**src/rtl/fan_speed_ramp_ctrl.sv**
```systemverilog
// Multi-level fan speed controller: button-stepped level, slew-limited duty ramp
// toward the level's target duty, and a free-running PWM generator driving the fan pin.
module fan_speed_ramp_ctrl #(
    parameter int unsigned SYS_FREQ  = 125,
    parameter int unsigned N         = 12,
    parameter int unsigned LEVELS    = 7,
    parameter int unsigned WRAP      = 1,
    parameter int unsigned RAMP_STEP = 64,
    parameter int unsigned RAMP_DIV  = 125000,
    parameter int unsigned PWM_DIV   = 150
) (
    input  logic                         clk,
    input  logic                         reset_p,
    input  logic                         btn,
    input  logic                         btn_back,
    input  logic                         fan_en,
    input  logic                         set_idle,
    output logic [$clog2(LEVELS+1)-1:0]  level,
    output logic [N-1:0]                 duty,
    output logic                         pwm,
    output logic                         running,
    output logic                         at_target
);

    localparam int unsigned LW   = $clog2(LEVELS + 1);
    localparam int unsigned NX   = N + 1;
    localparam int unsigned RW   = (RAMP_DIV > 1) ? $clog2(RAMP_DIV) : 1;
    localparam int unsigned PW   = (PWM_DIV > 1) ? $clog2(PWM_DIV) : 1;
    localparam int unsigned DMAX = (2 ** N) - 1;
    localparam int unsigned STEP = DMAX / LEVELS;

    // Elaboration-time parameter sanity check
    if (SYS_FREQ == 0 || LEVELS < 1 || RAMP_DIV < 1 || PWM_DIV < 1 ||
        RAMP_STEP < 1 || RAMP_STEP > DMAX) begin : g_bad_params
        $error("fan_speed_ramp_ctrl: illegal parameter combination");
    end

    logic [LW-1:0] level_q, level_d;
    logic [N-1:0]  duty_q, duty_d;
    logic [N-1:0]  target_c;
    logic [RW-1:0] rcnt_q;
    logic [PW-1:0] pcnt_q;
    logic [N-1:0]  cnt_q;
    logic          pwm_q;
    logic          tick_c;
    logic          ptick_c;
    logic [N:0]    duty_x, tgt_x, step_x, up_x;

    assign tick_c  = (rcnt_q == RW'(RAMP_DIV - 1));
    assign ptick_c = (pcnt_q == PW'(PWM_DIV - 1));

    // Level stepping; simultaneous buttons cancel
    always_comb begin
        level_d = level_q;
        if (!fan_en || set_idle) begin
            level_d = '0;
        end else if (btn && !btn_back) begin
            if (level_q == LW'(LEVELS)) level_d = (WRAP != 0) ? '0 : level_q;
            else                        level_d = level_q + LW'(1);
        end else if (btn_back && !btn) begin
            if (level_q == '0) level_d = (WRAP != 0) ? LW'(LEVELS) : level_q;
            else               level_d = level_q - LW'(1);
        end
    end

    always_comb begin
        if (level_q == LW'(LEVELS)) target_c = N'(DMAX);
        else                        target_c = N'(32'(level_q) * STEP);
    end

    // Slew duty toward target in N+1 bits so neither direction can wrap or overshoot
    always_comb begin
        duty_x = {1'b0, duty_q};
        tgt_x  = {1'b0, target_c};
        step_x = NX'(RAMP_STEP);
        up_x   = duty_x + step_x;
        duty_d = duty_q;
        if (!fan_en) begin
            duty_d = '0;
        end else if (tick_c) begin
            if (duty_x < tgt_x)
                duty_d = (up_x > tgt_x) ? target_c : up_x[N-1:0];
            else if (duty_x > tgt_x)
                duty_d = (duty_x < tgt_x + step_x) ? target_c : N'(duty_x - step_x);
        end
    end

    always_ff @(posedge clk or posedge reset_p) begin
        if (reset_p) begin
            level_q <= '0;
            duty_q  <= '0;
            rcnt_q  <= '0;
            pcnt_q  <= '0;
            cnt_q   <= '0;
            pwm_q   <= 1'b0;
        end else begin
            level_q <= level_d;
            duty_q  <= duty_d;
            rcnt_q  <= tick_c ? '0 : rcnt_q + RW'(1);
            if (ptick_c) begin
                pcnt_q <= '0;
                cnt_q  <= (cnt_q == N'(DMAX - 1)) ? '0 : cnt_q + N'(1);
            end else begin
                pcnt_q <= pcnt_q + PW'(1);
            end
            // Counter tops out at DMAX-1 so full duty yields a constant high
            pwm_q <= (cnt_q < duty_q);
        end
    end

    assign level     = level_q;
    assign duty      = duty_q;
    assign pwm       = pwm_q;
    assign running   = (duty_q != '0);
    assign at_target = (duty_q == target_c);

endmodule
```
**config.mk**
```make
export PLATFORM = sky130hd
export DESIGN_NAME = fan_speed_ramp_ctrl
export DESIGN_NICKNAME = d
export VERILOG_FILES = /design/src/rtl/fan_speed_ramp_ctrl.sv
export SDC_FILE = /design/constraint.sdc
export NUM_CORES = 1
export LEC_CHECK = 0
export ABC_AREA = 1
export CAP_MARGIN = 40
export CORE_UTILIZATION = 65
export DETAILED_ROUTE_END_ITERATION = 7
export DONT_BUFFER_PORTS = 1
export PLACE_DENSITY = 0.85
export SLEW_MARGIN = 20
export SYNTH_ARGS = -nofsm -noshare
export SYNTH_HDL_FRONTEND = slang
export SYNTH_SLANG_ARGS = --single-unit
```
**constraint.sdc**
```tcl
create_clock -name clk -period 5.6 [get_ports clk]
set_input_delay 1.12 -clock clk [delete_from_list [all_inputs] [get_ports clk]]
set_output_delay 1.12 -clock clk [all_outputs]
set_load 0.05 [all_outputs]
```
==> summary.md <==
| Metric | Value |
|---|---|
| Status | finished, final reports clean |
| # diodes | 0 |
| Worst-Margin Slew | ~0.8 ns |
| Post-CTS Setup Bufs | 0 |
| IO Port Bufs | 0 |
| Final wirelength | 8.702 mm |
| GRT Util Overall | 30.93% |
| Sequential area share after synthesis | 32.34% |
| Worst Path Buf+Inv | 0 |
| Adder and majority gate portion of the synthesized area | approximately an eighth |
| Setup violators final | 0 |
| Max-slew violations | 0 |
| Critical Path Most Common Cell | ha_1 |
| VDD IR max | 0.0001560 V |
| Max-cap violations | 0 |
| Hold WC Path Type | flip-flop to flip-flop |
| Global-route wire length before repair | 15.24 mm |
| # placed instances | 608 |
| CP Data Arrival Time | 3.07 ns |
| Worst Path Max Fanout | 10 |
| Crit-path leading delay family | adder cells |
| Area grow syn2layout | 7.180% |
| Yosys cell types | 40 |
| Dpl hpwl | 6.562 mm |
| Power Dens Cells | 193.1 nW/um^2 |
| Post-layout nets | 589 |
| DRT Pass-1 Iters | 5 |
| Remaining global-route overflow | 0 |
| Period minus WS final | 4.188 ns |
| CP peak stage delay | between 0.7 and 0.8 ns |
| Commonest non-fill, non-tap cells in the layout | nand2_1, inv_1, nor2_1 |
| Placer congestion estimate | 0.9512 |
| Final hold vios | 0 |
| Largest net degree at the start of global routing | 33 |
| # fillers | 461 |
| Htree depth | 2 |
| Starting Density | between 60% and 70% |
| Antenna violations before repair | 0 |
| Hold depth | 1 |
| CTS resizes | 0 |
| Simple-gate area share of the yosys netlist | 34.31% |
| Worst endpoint required time | 4.48 ns |
| CORE AREA | 5608 sq um |
| Compound-gate portion of the synthesized area | about 8.4% |
| CTS Hold Bufs | 0 |
| FP Rows | 27 |
| Die area | 6265 sq um |
| Post-route DRC violation count | 0 |
| Maximum clock frequency | 0.2388 GHz |
| Most common cell after layout, fill and taps aside | nand2_1 |
| Hold Slack | 0.4768 ns |
| Top-area cell type share of the netlist area | 32.34% |
| Syn nets | 582 |
| Critical Path Start Type | flip-flop |
| Power Total | 800.7 uW |
| TritonCTS clock tree | yes |
| Synth area leaders | dfrtp_1, ha_1, nand2_1 |
| Die span in x | 79.15 um |
| Routed wire per std cell | around 14 um |
| CTS Sinks | 50 |
| Routed via count | 3565 |
| Max_slew headroom | a little under half |
| Reg clk slew, reported paths | 0.08 ns |
| Die H | 79.15 um |
| Starting DRT DRC Count | 257 |
| Antenna-violating nets left | 0 |
| Yosys reg bits | 50 |
| I/O pin count | 24 |
| Vias in the first global route | 3558 |
| Buffer type at the clock tree root | clkbuf_8 |
| RSZ-0062 raised after global routing | no |
| Vias per cell | 5.787 |
| Critical-path cell list | ha_1 -> ha_1 -> nor2_2 -> ha_1 -> nand2_1 -> nor2_1 -> and3_1 |
| Fin cells | 616 |
| Critical path depth in cells | 7 |
| CP max-delay cell | dfrtp_1 |
| Area leader, netlist | dfrtp_1 |
| Later-pin clock latency in the skew report | 0.31 ns |
| Setup TNS | 0 ns |
| Post-synthesis xor/xnor area fraction | a little under 3% |
| Worst R2R Path Depth | 12 |
| Mapped Area | 3869 sq um |
| Clk buf depth | 2 |
| CP Class | flip-flop to primary output |
| Critical Path Sink Type | primary output |
| Yosys warnings | 0 |
| Post-Synthesis Cells | about 540 |
| Period utilisation layout | 74.79% |
| Layout cells sized above 1 | between 8 and 9% |
| Post-synthesis mux area share | 0% |
| Largest family of logic cells by synthesized area | simple AND/OR/NAND/NOR gates |
| CTS Buf Count | 5 |
| Syn avg cell area | 7.218 sq um |
| Fin Clk Skew | 0.006235 ns |
| Leak | about 0.0022 uW |
==> kinds of logic (layout without fill, tap and decap cells) <==
family	count (synthesis)	count (layout)
AO/OA/AOI/OAI	58	58
XOR/XNOR	13	13
adder cells (fa/ha/maj)	40	40
buffers and inverters	90	98
flip-flops	50	50
AND/OR/NAND/NOR	285	285
==> synth_stat cells <==
cell      number
a211oi_1       1
a21oi_1       25
nand3_2        2
nor3_1        17
xnor2_1        3
nor3b_1        4
nand2_2        6
nand3b_1       3
and3_1         2
nand4_1       18
nor2_4         1
nor2_1        60
nor4_2         1
nor4_4         1
nor3_2         1
or2_2          3
ha_1          40
nand2_1      126
o21ai_1        2
nor2_2         5
nand3_4        1
nand3_1       30
a21oi_2        1
o31ai_1        1
clkbuf_1       1
dfrtp_1       50
inv_1         76
inv_2          7
a31oi_1        4
clkinv_1       1
a21o_1         3
o211ai_1       1
buf_4          3
nor4_1         2
nand4_2        1
o21a_1         4
buf_2          2
xor2_1        10
nand2_4        1
o21ai_0       16
==> sequential cells by signal, indices dropped and copies added, names as in the netlist <==
signal  flops
cnt_q      12
rcnt_q     17
pcnt_q      8
level       3
pwm         1
duty        9
==> stage by stage <==
stage	setup WS (ns)	area [sq um]	util, %
after global placement	1.931	3938	70.21
final	1.412	4146	73.94
after CTS	1.435	4146	73.94
after floorplan	2.076	3869	-
after detailed placement	1.795	4004	71.40
after global routing	1.265	4146	73.94
==> power by group <==
part | internal (uW) | leakage, uW | switching [uW]
Combinational | 34.7 | 0.00143 | 86.5
Clock | 190 | 0.0000714 | 119
Sequential | 362 | 0.000668 | 8.49
==> final timing paths <==
check	start	end	slack (ns)
min in group asynchronous	reset_p	pcnt_q[4]	0.68
worst max register to register	level[0]	duty[2]	2.14
worst max-delay path	level[0]	at_target	1.41
max in group asynchronous	reset_p	duty[7]	4.42
worst min register to register	rcnt_q[0]	rcnt_q[0]	0.48
worst min-delay path	rcnt_q[0]	rcnt_q[0]	0.48
==> cell type report <==
| class | count | area, sq um | share of cell area [%] |
|---|---|---|---|
| clock buffer | 6 | 82.58 | 1.992 |
| clock inverter | 2 | 60.06 | 1.448 |
| inverter | 84 | 315.3 | 7.604 |
| tap | 72 | 90.09 | 2.173 |
| sequential | 50 | 1251 | 30.17 |
| multi-input combinational | 396 | 2266 | 54.65 |
| timing repair buffer | 6 | 81.33 | 1.961 |
==> per-layer routing <==
metal  share of wire [%]  track usage (%)
met1                  43            36.01
met2                  48            53.71
met3                 6.2            6.437
met4                 2.9            15.27
met5                   0                0
No activity file was read; power rests on OpenSTA's default activity.
